File: config.mk
export PLATFORM = sky130hd
export DESIGN_NAME = pwm_multichannel
export DESIGN_NICKNAME = d
export VERILOG_FILES = /design/src/rtl/pwm_pkg.sv /design/src/rtl/pwm_debounce.sv /design/src/rtl/pwm_multichannel.sv
export SDC_FILE = /design/constraint.sdc
export NUM_CORES = 1
export LEC_CHECK = 0
export BUFFER_PORTS_ARGS = -buffer_cell sky130_fd_sc_hd__buf_4
export CORE_UTILIZATION = 33
export CTS_CLUSTER_DIAMETER = 100
export CTS_CLUSTER_SIZE = 40
export DETAILED_ROUTE_END_ITERATION = 7
export HOLD_SLACK_MARGIN = 0.1
export MAX_ROUTING_LAYER = met4
export PLACE_DENSITY = 0.57
export SETUP_SLACK_MARGIN = 0.2
export SLEW_MARGIN = 10
export SYNTH_ARGS = -nofsm -noshare
export SYNTH_HDL_FRONTEND = slang
export SYNTH_SLANG_ARGS = --single-unit
File: constraint.sdc
create_clock -name clk -period 2.8 [get_ports clk]
set_clock_uncertainty 0.1 [all_clocks]
set_input_delay 0.28 -clock clk [delete_from_list [all_inputs] [get_ports clk]]
set_output_delay 0.28 -clock clk [all_outputs]
set_load 0.05 [all_outputs]
File: src/rtl/pwm_pkg.sv
// pwm_pkg: shared mode encodings, counter direction type and channel-select width helper.
package pwm_pkg;
    localparam logic PWM_MODE_EDGE = 1'b0;
    localparam logic PWM_MODE_CENTER = 1'b1;
    typedef enum logic {UP, DOWN} dir_t;
    function automatic int sel_width(input int ch);
        return (ch > 1) ? $clog2(ch) : 1;
    endfunction
endpackage

File: src/rtl/pwm_debounce.sv
// pwm_debounce: two-flop synchroniser, stable-level debouncer and one-cycle rising-edge press pulse.
module pwm_debounce #(
    parameter int DEB_CYCLES = 50000
) (
    input  logic clk,
    input  logic rst,
    input  logic btn_i,
    output logic press_o
);
    localparam int CW = $clog2(DEB_CYCLES);
    logic [1:0] sync;
    logic stable;
    logic [CW-1:0] cnt;
    logic hit;
    assign hit = (sync[1] != stable) && (cnt == CW'(DEB_CYCLES - 1));
    always_ff @(posedge clk) begin
        if (rst) begin
            sync <= '0;
            stable <= 1'b0;
            cnt <= '0;
            press_o <= 1'b0;
        end else begin
            sync <= {sync[0], btn_i};
            stable <= hit ? sync[1] : stable;
            // any agreement with the stable level restarts the count
            cnt <= (sync[1] == stable || hit) ? '0 : cnt + 1'b1;
            press_o <= hit & sync[1];
        end
    end
endmodule

File: src/rtl/pwm_multichannel.sv
// pwm_multichannel: CH-channel PWM sharing one edge/centre-aligned counter, with
// double-buffered duties stepped by debounced inc/dec buttons on the selected channel.
module pwm_multichannel
    import pwm_pkg::*;
#(
    parameter int CH = 4,
    parameter int WIDTH = 8,
    parameter int STEP = 16,
    parameter int RESET_DUTY = 128,
    parameter int DEB_CYCLES = 50000
) (
    input  logic                       clk,
    input  logic                       rst,
    input  logic                       inc_i,
    input  logic                       dec_i,
    input  logic [sel_width(CH)-1:0]   ch_sel_i,
    input  logic                       mode_i,
    output logic [CH-1:0]              pwm_o,
    output logic [WIDTH-1:0]           duty_o,
    output logic                       period_o
);
    localparam logic [WIDTH-1:0] PMAX = '1;
    localparam logic [WIDTH-1:0] LAST = PMAX - 1'b1;
    localparam logic [WIDTH-1:0] RD = WIDTH'(RESET_DUTY);
    localparam logic [WIDTH:0] STEP_W = (WIDTH + 1)'(STEP);
    logic inc_p, dec_p;
    logic [WIDTH-1:0] duty [CH];
    logic [WIDTH-1:0] shadow [CH];
    logic [WIDTH-1:0] shadow_n [CH];
    logic [CH-1:0] pwm_n;
    logic [WIDTH-1:0] cnt, cnt_n, cur, nxt;
    logic [WIDTH:0] up;
    dir_t dir, dir_n;
    logic mode, mode_eff, start, sel_ok, write;

    pwm_debounce #(.DEB_CYCLES(DEB_CYCLES)) u_inc (.clk(clk), .rst(rst), .btn_i(inc_i), .press_o(inc_p));
    pwm_debounce #(.DEB_CYCLES(DEB_CYCLES)) u_dec (.clk(clk), .rst(rst), .btn_i(dec_i), .press_o(dec_p));

    assign sel_ok = int'(ch_sel_i) < CH;
    assign cur = sel_ok ? duty[ch_sel_i] : '0;
    assign duty_o = cur;
    assign up = {1'b0, cur} + STEP_W;
    assign nxt = inc_p ? ((up > {1'b0, PMAX}) ? PMAX : up[WIDTH-1:0])
                       : (({1'b0, cur} < STEP_W) ? '0 : cur - STEP_W[WIDTH-1:0]);
    // simultaneous inc and dec presses cancel
    assign write = sel_ok && (inc_p ^ dec_p);

    always_ff @(posedge clk) begin
        if (rst) begin
            cnt <= '0;
            dir <= UP;
            mode <= PWM_MODE_EDGE;
        end else begin
            cnt <= cnt_n;
            dir <= dir_n;
            mode <= start ? mode_i : mode;
        end
    end

    always_comb begin
        mode_eff = start ? mode_i : mode;
        if (mode_eff == PWM_MODE_EDGE) begin
            dir_n = UP;
            cnt_n = (cnt == LAST) ? '0 : cnt + 1'b1;
        end else if (dir == UP) begin
            dir_n = (cnt == LAST) ? DOWN : UP;
            cnt_n = (cnt == LAST) ? cnt : cnt + 1'b1;
        end else begin
            dir_n = (cnt == '0) ? UP : DOWN;
            cnt_n = (cnt == '0) ? cnt : cnt - 1'b1;
        end
    end

    always_comb begin
        start = (cnt == '0) && (dir == UP);
        period_o = start && !rst;
        pwm_n = '0;
        for (int k = 0; k < CH; k++) begin
            // compare against the value being loaded so a new duty covers its whole period
            shadow_n[k] = start ? duty[k] : shadow[k];
            pwm_n[k] = cnt < shadow_n[k];
        end
    end

    always_ff @(posedge clk) begin
        for (int k = 0; k < CH; k++) begin
            if (rst) begin
                duty[k] <= RD;
                shadow[k] <= RD;
            end else begin
                if (write && k == int'(ch_sel_i)) duty[k] <= nxt;
                shadow[k] <= shadow_n[k];
            end
        end
        pwm_o <= rst ? '0 : pwm_n;
    end
endmodule

# Word level (Yosys, flattened, before mapping)
# Memory sizes are Yosys's and may differ from the RTL's.
# Cells that the tools add are included.
# totals
regBits,54
mem_bits_rw,64
input_bits,7
output_inout_bits,13
word_cells,107
mem_count,2
# classes
n_addsub,6
n_lt_le_gt_ge,6
eq_ne,12
muxes,39
n_bitwise,13
n_reduce_logical,17
# mem_list
memory,words,width,read_ports,rd_clocked_by_memory_dff,write_ports,line,rtl
duty,4,8,5,0,4,pwm_multichannel.sv:27,logic [WIDTH-1:0] duty [CH];
shadow,4,8,4,0,4,pwm_multichannel.sv:28,logic [WIDTH-1:0] shadow [CH];
# op_table
cell,count
$mux 8,20
$add 16x1->16 const B,2
$eq 16x16->1 const B,2
$lt 8x8->1,4
$mux 1,19
$add 8x5->9 const B,1
$gt 9x8->1 const B,1
$add 8x1->8 const B,1
$eq 8x8->1 const B,1
$logic_and 1x1->1,8
$logic_not 8->1,1
$lt 8x5->1 const B,1
$or 1x1->1,8
$sub 8x1->8 const B,1
$sub 8x5->8 const B,1
$ne 3x3->1 const B,2
$reduce_or 2->1,3
$eq 2x2->1 const A,2
$and 1x1->1,2
$eq 1x1->1,2
$eq 1x2->1 const A,1
$logic_not 2->1,1
$logic_or 1x1->1,2
$ne 1x1->1,2
other kinds (4),5

# Depth between registers and ports, before layout
# Gate-level depths: netlist of run 1.
# logic_depth
depth_word,6
mapped_depth,14

# Hierarchy
# From an unflattened synthesis of run 1, not the netlist that was laid out.
# unflattened
hier_cells,595
area_unflattened_um2,6037.0
# by_module_without_submodules
mod,instances,cells_each,area_per_inst_um2,seq_area_each_um2
pwm_multichannel,1,417,4257.8,1881.8
pwm_debounce,2,89,889.6,400.4

# Worst setup path before layout of run 1
# OpenSTA, ideal clock, no wires.
# synth_timing
path_kind,register -> register
from,reg cnt[3]
to,reg pwm_o[2]
arrival_ps,2946
required_ps,2641
path_slack_ps,-306
stages_incl_launch_ff,12
synth_period_minus_slack_ps,3106
cell_sequence,dfxtp_1 > buf_6 > or4_4 > or4_4 > buf_6 > buf_6 > buf_6 > mux2i_1 > ha_1 > a21o_1 > a211oi_1 > o311a_1
# synth_via
elab_chain_len,4
# synth_lines
element,line,rtl
"start, declared",pwm_multichannel.sv:31,"logic [WIDTH-1:0] cnt, cnt_n, cur, nxt;"
"start signal, assigned",pwm_multichannel.sv:54,cnt <= cnt_n;
$logic_not 8->1,pwm_multichannel.sv:75,start = (cnt == '0) && (dir == UP);
$logic_and 1x1->1,pwm_multichannel.sv:75,
$mux 8,pwm_multichannel.sv:80,shadow_n[k] = start ? duty[k] : shadow[k];
$lt 8x8->1 (*),pwm_multichannel.sv:81,pwm_n[k] = cnt < shadow_n[k];
"end signal, assigned",pwm_multichannel.sv:95,pwm_o <= rst ? '0 : pwm_n;
"end, declared",pwm_multichannel.sv:18,"output logic [CH-1:0] pwm_o,"
# Every way passes the cells marked *; elsewhere a longest branch is shown, timed or not.
# A chain may end at the register's enable or synchronous reset.

# Worst setup path after layout of run 1
# layout_timing
from,reg cnt[2]
to,reg pwm_o[2]
# The elaborated chain is that of the path after synthesis.

==> results.md, run 1 <==
- Unrepaired setup endpoints after global routing: yes
- Area leader, netlist: dfxtp_1
- Share of cells above drive strength 1: 0.173
- Worst Path Buf+Inv: 1
- First-pass DRT Iterations: 4
- Clk sinks: 118
- CP Launch Type: flip-flop
- Critical Path Stages: 8
- Residual DRC: 0
- WP data required: 3.06 ns
- Max transition margin: 0.532
- CP peak stage delay: approximately 0.53 ns
- Top post-synthesis cells by area: dfxtp_1 (30%), edfxtp_1 (17%), ha_1 (7.8%), nor2_1 (6.9%), mux2i_1 (6.2%)
- CTS Buffer Depth: 2
- Final critical-path share of the clock period: 1.01
- Vias post-DR: about 4.4k
- Reg clk slew, reported paths: about 0.05 ns
- Peak supply drop: 0.468 mV
- Number of synthesized flops with an enable pin: 32
- Vias in the first global route: between 4k and 5k
- Overflow after GRT: 0
- Worst hold path type: in -> reg
- Skew-Pair Late Insertion Delay: approximately 0.42 ns
- Core area: 17200 um^2
- Row cnt: 48
- Register-to-Register Setup Slack: -0.02 ns
- Synth top area share: 0.297
- # setup viols final: 2
- CTS tree: done
- Ys Warns: 0
- Slew @ Worst Pin: 0.700 ns
- Min Clock Period, post-route: 2.82 ns
- ANT nets after route: 0
- CP top delay family: simple AND/OR/NAND/NOR gates
- WL per Instance: between 15 and 20 um
- Ports: 20
- Max-Cap Viols: 0
- Synth Cell Area: 5800 um^2
- Synth async-reset ratio: 0
- Via-per-instance ratio: roughly 5
- Post-DP HPWL: 9900 um
- Slowest stage cell on the critical path: or4_4
- Failing checks: negative setup slack
- R2r worst-path depth: 8
- Syn_area_per_cell: 10.1 um^2
- Hold Path Origin: rst
- Fmax achieved: between 300 and 400 MHz
- First-pass GRT wire length: 21900 um
- Min setup slack post-route: -0.0239 ns
- # H-tree levels: 4
- Worst r2r src: cnt[2]
- Power Dens Cells: between 700 and 800 nW/um^2
- Post-synthesis instance total: roughly 580
- Root Driver: clkbuf_16
- CP Capture Type: flip-flop
- Worst path most repeated cell: or4_4
- Die H: roughly 130 um
- Leak: a little under 0.003 uW
- Die Area: 18100 um^2
- Finished Layout Cells: roughly 870
- Drt initial violations: 210
- Cells after DPL: 829
- CP cell instances: or4_4 -> or4_4 -> buf_12 -> mux2i_1 -> ha_1 -> a211o_1 -> nor3_1 -> o311a_1
- Status: complete, but fails checks
- Number of diodes: 0
- # port buffers: 19
- Largest net degree at the start of global routing: 39
- Seq/Total Area, Yosys: 0.463
- Final hold vios: 0
- Reg2Reg Capture Point: pwm_o[2]
- Number of synthesized register bits: 118
- Synth cell types: 48
- Crit path kind: reg -> reg
- Initial antenna violation count: 0
- Die span in x: ~130 um
- Place WS: -0.0329 ns
- Final Routed Wirelength: about 13000 um
- Placer Congestion: ~0.81
- TritonCTS Buffers: 17
- Crit-path max FO: 14
- # nets final: roughly 670
- Fillers: 1635
- Main flop type after synthesis: dfxtp_1
- Total global-route track usage: 0.166
- Critical path launch point: cnt[2]
- Layout area overhead: 22.7%
- Starting Density: 0.336
- Setup crit end: pwm_o[2]
- Syn_nets: 619
- Pins Over Slew Limit: 0
- Data arrival time of the critical path: 3.08 ns
## layout make-up
type | instances | area (um^2) | share of cell area
timing repair buffer | 56 | 457 | 0.0642
inverter | 14 | 52.6 | 0.00739
sequential | 118 | 2680 | 0.377
multi-input combinational | 422 | 3020 | 0.425
tap | 225 | 282 | 0.0396
clock buffer | 20 | 457 | 0.0642
clock inverter | 12 | 158 | 0.0222
## per-layer routing
metal,up-vias,part of all wire,track usage
met5,-,0,-
met4,0,0.029,0.0768
met3,28,0.033,0.0413
met2,76,0.49,0.277
met1,2134,0.45,0.186
li1,2172,-,-
## how the worst min path moves through the flow
stage                               end  slack [ns]  cells after the start
final                      shadow[1][0]        0.18                      2
after global routing       shadow[1][0]        0.20                      2
after CTS                          mode        0.16                      4
after detailed placement  u_dec.sync[1]        0.33                      1
after global placement    u_dec.sync[1]        0.33                      1
after floorplan           u_dec.sync[0]        0.31                      1
## metrics by stage
| stage | TNS (ns) | total power, uW | hold slack [ns] | area [um^2] | utilization |
|---|---|---|---|---|---|
| after floorplan | -1.14 | 2930 | 0.308 | 5810 | - |
| after global placement | 0 | 3300 | 0.333 | 6360 | 0.369 |
| after detailed placement | -0.0749 | 3350 | 0.327 | 6360 | 0.369 |
| after CTS | -0.0206 | 5690 | 0.165 | 7060 | 0.410 |
| after global routing | -0.352 | 5950 | 0.197 | 7110 | 0.413 |
| final | -0.0367 | 5680 | 0.182 | 7110 | 0.413 |
## Yosys cell counts (3+ instances only)
master	n
nand3_1	13
edfxtp_1	32
a211o_1	7
and3_1	8
nand2b_1	14
o211a_1	3
inv_1	14
nor4b_1	3
ha_1	36
or2_2	4
o32ai_1	3
o21bai_1	4
clkbuf_1	14
mux2i_1	36
nor2_1	106
a21o_1	8
dfxtp_1	86
o311a_1	4
buf_6	4
a211oi_1	4
nor3_1	20
a21oi_1	9
nand4_1	13
nand3b_1	3
or3_1	4
xnor2_1	18
nor2b_1	7
xor2_1	17
nand2_1	30
nor4_1	10
mux4_2	8
o21ai_0	11
## cells by family after synthesis
family,after synthesis,synth area share
AO/OA/AOI/OAI,61,0.0755
AND/OR/NAND/NOR,245,0.205
flip-flops,118,0.463
XOR/XNOR,35,0.0529
adder cells (fa/ha/maj),36,0.0777
buffers and inverters,36,0.0289
multiplexers,45,0.0971
## worst reg2reg max path: stages (launching register included)
cell and delay (ns):
dfxtp_1 0.31, or4_4 0.53, or4_4 0.53, buf_12 0.18, mux2i_1 0.21, ha_1 0.28
a211o_1 0.30, nor3_1 0.15, o311a_1 0.18
## state kept, by name, indices dropped and copies added (netlist names)
name           flops
u_inc.sync         2
u_dec.cnt         16
dir                1
mode               1
u_inc.stable       1
shadow            32
u_dec.press_o      1
u_inc.cnt         16
u_inc.press_o      1
cnt                8
duty              32
u_dec.stable       1
u_dec.sync         2
pwm_o              4
## report_power, final
group / internal, uW / switching [uW]
registers: 1900 / 74.3
clock network: 1520 / 739
logic: 666 / 784
## placed cells by master, fill, tap and decap left out, drive strengths merged, types with 4 or more instances in the layout
cell type  count
a211o          7
a211oi         4
a21o           8
a21oi          9
and3           8
buf           54
bufinv         4
clkbuf        20
clkinv         7
dfxtp         86
edfxtp        32
ha            36
inv           14
mux2i         37
mux4           8
nand2         30
nand2b        14
nand3         13
nand4         13
nor2         106
nor2b          7
nor3          21
nor4          10
o21ai         11
o21bai         4
o311a          4
or2            4
or3            4
xnor2         18
xor2          17
## what timing repair did
item | in CTS | in global routing
gates resized for setup | 11 | 9
hold buffers | 2 | 0
pin swaps | 4 | 1
setup buffers | 3 | 1
hold endpoints to repair | 2 | 0
setup endpoints to repair | 9 | 16
Note: power is estimated with default switching activity, not from simulation.
==> run 2: changes to the inputs <==
GPL_TIMING_DRIVEN = 0   (was default)
MAX_ROUTING_LAYER = default   (was met4)
==> run 2 against run 1 <==
Net effect: the flow still finishes with violations (negative setup slack); cell count fell by 0.35%; largest power group unchanged; critical endpoint is now pwm_o[3]; flip-flop and latch count did not move; design area rose by 2.0%; via count did not move; setup slack got worse by 0.26 ns.
==> results.md, run 2 (synthesized netlist as in run 1, its figures left out) <==
- Post-DP HPWL: 9980 um (+0.75%)
- # setup viols final: 5 (+3)
- CTS Buffer Depth: 2 (unchanged)
- Final hold vios: 0 (unchanged)
- Vias post-DR: 4410 (unchanged)
- CP Capture Type: flip-flop
- Die Area: 18100 um^2 (unchanged)
- WP data required: 2.99 ns (-0.07 ns)
- # port buffers: 16 (-3)
- CP Launch Type: flip-flop
- CP cell instances: buf_6 -> or4_4 -> or4_4 -> buf_8 -> buf_12 -> buf_12 -> mux2i_4 -> ha_4 -> a211o_1 -> nor3_2 -> o311a_1
- First-pass DRT Iterations: 4 (unchanged)
- Die span in x: 135 um (unchanged)
- Total global-route track usage: 0.169 (+0.00302)
- Initial antenna violation count: 0 (unchanged)
- CP peak stage delay: 0.50 ns (-0.03 ns)
- Layout area overhead: 25.2%
- # H-tree levels: 4 (unchanged)
- Min Clock Period, post-route: 3.09 ns (+0.263 ns)
- Pins Over Slew Limit: 0 (unchanged)
- Total power: 5850 uW (+3.0%)
- # nets final: 669 (-0.45%)
- Ports: 20 (unchanged)
- Slowest stage cell on the critical path: or4_4
- Most frequent cells in the layout: nor2_1 (106), dfxtp_1 (82), edfxtp_1 (32), ha_1 (31), nand2_1 (29)
- Overflow after GRT: 0 (unchanged)
- Core area: 17200 um^2 (unchanged)
- Max transition margin: 0.339 (-0.193)
- Drt initial violations: 189 (-10%)
- Starting Density: 0.336 (unchanged)
- Min setup slack post-route: -0.287 ns (-0.263 ns)
- Fmax achieved: 324 MHz (-8.5%)
- Clk sinks: 118 (unchanged)
- Power Dens Cells: 806 nW/um^2 (+0.94%)
- Row cnt: 48 (unchanged)
- TritonCTS Buffers: 17 (unchanged)
- Max-Cap Viols: 0 (unchanged)
- Crit path kind: reg -> reg
- Via-per-instance ratio: 5.10 (+0.35%)
- Reg area: 2690 um^2 (+0.33%)
- Leak: 0.00282 uW (-2.9%)
- First-pass GRT wire length: 22700 um (+3.6%)
- Design area: 7260 um^2 (+2.0%)
- Dpl cell area: 6210 um^2 (-2.3%)
- Biggest regs: duty x32, shadow x32
- Crit-path max FO: 8 (-6)
- Final critical-path share of the clock period: 1.10 (+0.0938)
- Slew @ Worst Pin: 0.990 ns (+0.290 ns)
- Die H: 135 um (unchanged)
- Most common cell after layout, fill and taps aside: nor2_1
- Final Routed Wirelength: 14200 um (+5.7%)
- Area of the multi-input gates: 3220 um^2 (+6.6%)
- Largest net degree at the start of global routing: 17 (-56%)
- WL per Instance: 16.5 um (+6.1%)
- ANT nets after route: 0 (unchanged)
- Skew-Pair Late Insertion Delay: 0.42 ns (about the same)
- Unrepaired setup endpoints after global routing: yes
- Vias in the first global route: 4399 (-2.0%)
- Data arrival time of the critical path: 3.28 ns (+0.20 ns)
- Placer Congestion: 0.827 (+1.8%)
- Register-to-Register Setup Slack: -0.29 ns (-0.26 ns)
- Residual DRC: 0 (unchanged)
- Fillers: 1624 (-0.67%)
- Peak supply drop: 0.433 mV (-7.3%)
- Share of cells above drive strength 1: 0.189 (+0.0165)
- Failing checks: negative setup slack
- Number of diodes: 0 (unchanged)
- Status: complete, but fails checks
- Root Driver: clkbuf_16
- Worst hold path type: in -> reg
- CTS tree: done
- Reg clk slew, reported paths: 0.05 ns (about the same)
[run 2: changes by cell type in the layout (fill, tap and decap cells not counted), sizes merged]
cell / previous run / this run
buf: 54 / 37
clkbuf: 20 / 35
clkinv: 7 / 5
clkinvlp: 1 / 2
[run 2: layout make-up]
cell class,instances,share of cell area
Tap cell,225,0.0388
Timing Repair Buffer,31,0.0350
Sequential cell,118,0.371
Clock buffer,21,0.0621
Clock inverter,11,0.0216
Inverter,14,0.00724
Buffer,22,0.0200
Multi-Input combinational cell,422,0.444
[run 2: worst paths after layout]
| check | to | cells after the start | start |
|---|---|---|---|
| worst min-delay path | cnt[6] | 4 | mode_i |
| worst min register to register | u_dec.sync[1] | 1 | u_dec.sync[0] |
| worst max-delay path | pwm_o[3] | 11 | cnt[3] |
| worst max register to register | pwm_o[3] | 11 | cnt[3] |
[run 2: repair_timing]
action,CTS,global route
pin swaps,11,17
hold endpoints to repair,2,0
hold buffers,2,0
resized for setup,24,37
setup buffers,12,1
setup endpoints to repair,13,27
[run 2: routing by layer]
metal  up-vias  wire length [um]  track usage
li1       2167                 -            -
met1      2140              6390        0.207
met2        79              6920        0.273
met3        24               568       0.0420
met4         0               337       0.0880
met5         -                 0            0
[run 2: metrics by stage]
stage               std cells  hold WS [ns]  worst slack (ns)  TNS [ns]   util
floorplan                 576         0.308            -0.276     -1.14      -
global placement          817         0.326            -0.671     -2.39  0.360
detailed placement        817         0.328            -0.673     -2.41  0.360
CTS                       863         0.211            -0.355     -1.56  0.409
global route              864         0.241            -0.386     -1.61  0.421
finish                    864         0.243            -0.287     -1.25  0.421
[run 2: where the power goes]
group	switching, uW	internal, uW
combinational	835	740
sequential	117	1900
clock	757	1500
total	1710	4140
[run 2: critical path, delay by kind of cell (launching register included)]
| family | cells | cell delay, ns |
|---|---|---|
| AOI/OAI and AO/OA | 2 | 0.49 |
| adders and majority gates | 1 | 0.28 |
| and+or+nand+nor | 3 | 1.03 |
| DFF | 1 | 0.34 |
| muxes | 1 | 0.20 |
| buffers and inverters | 4 | 0.52 |
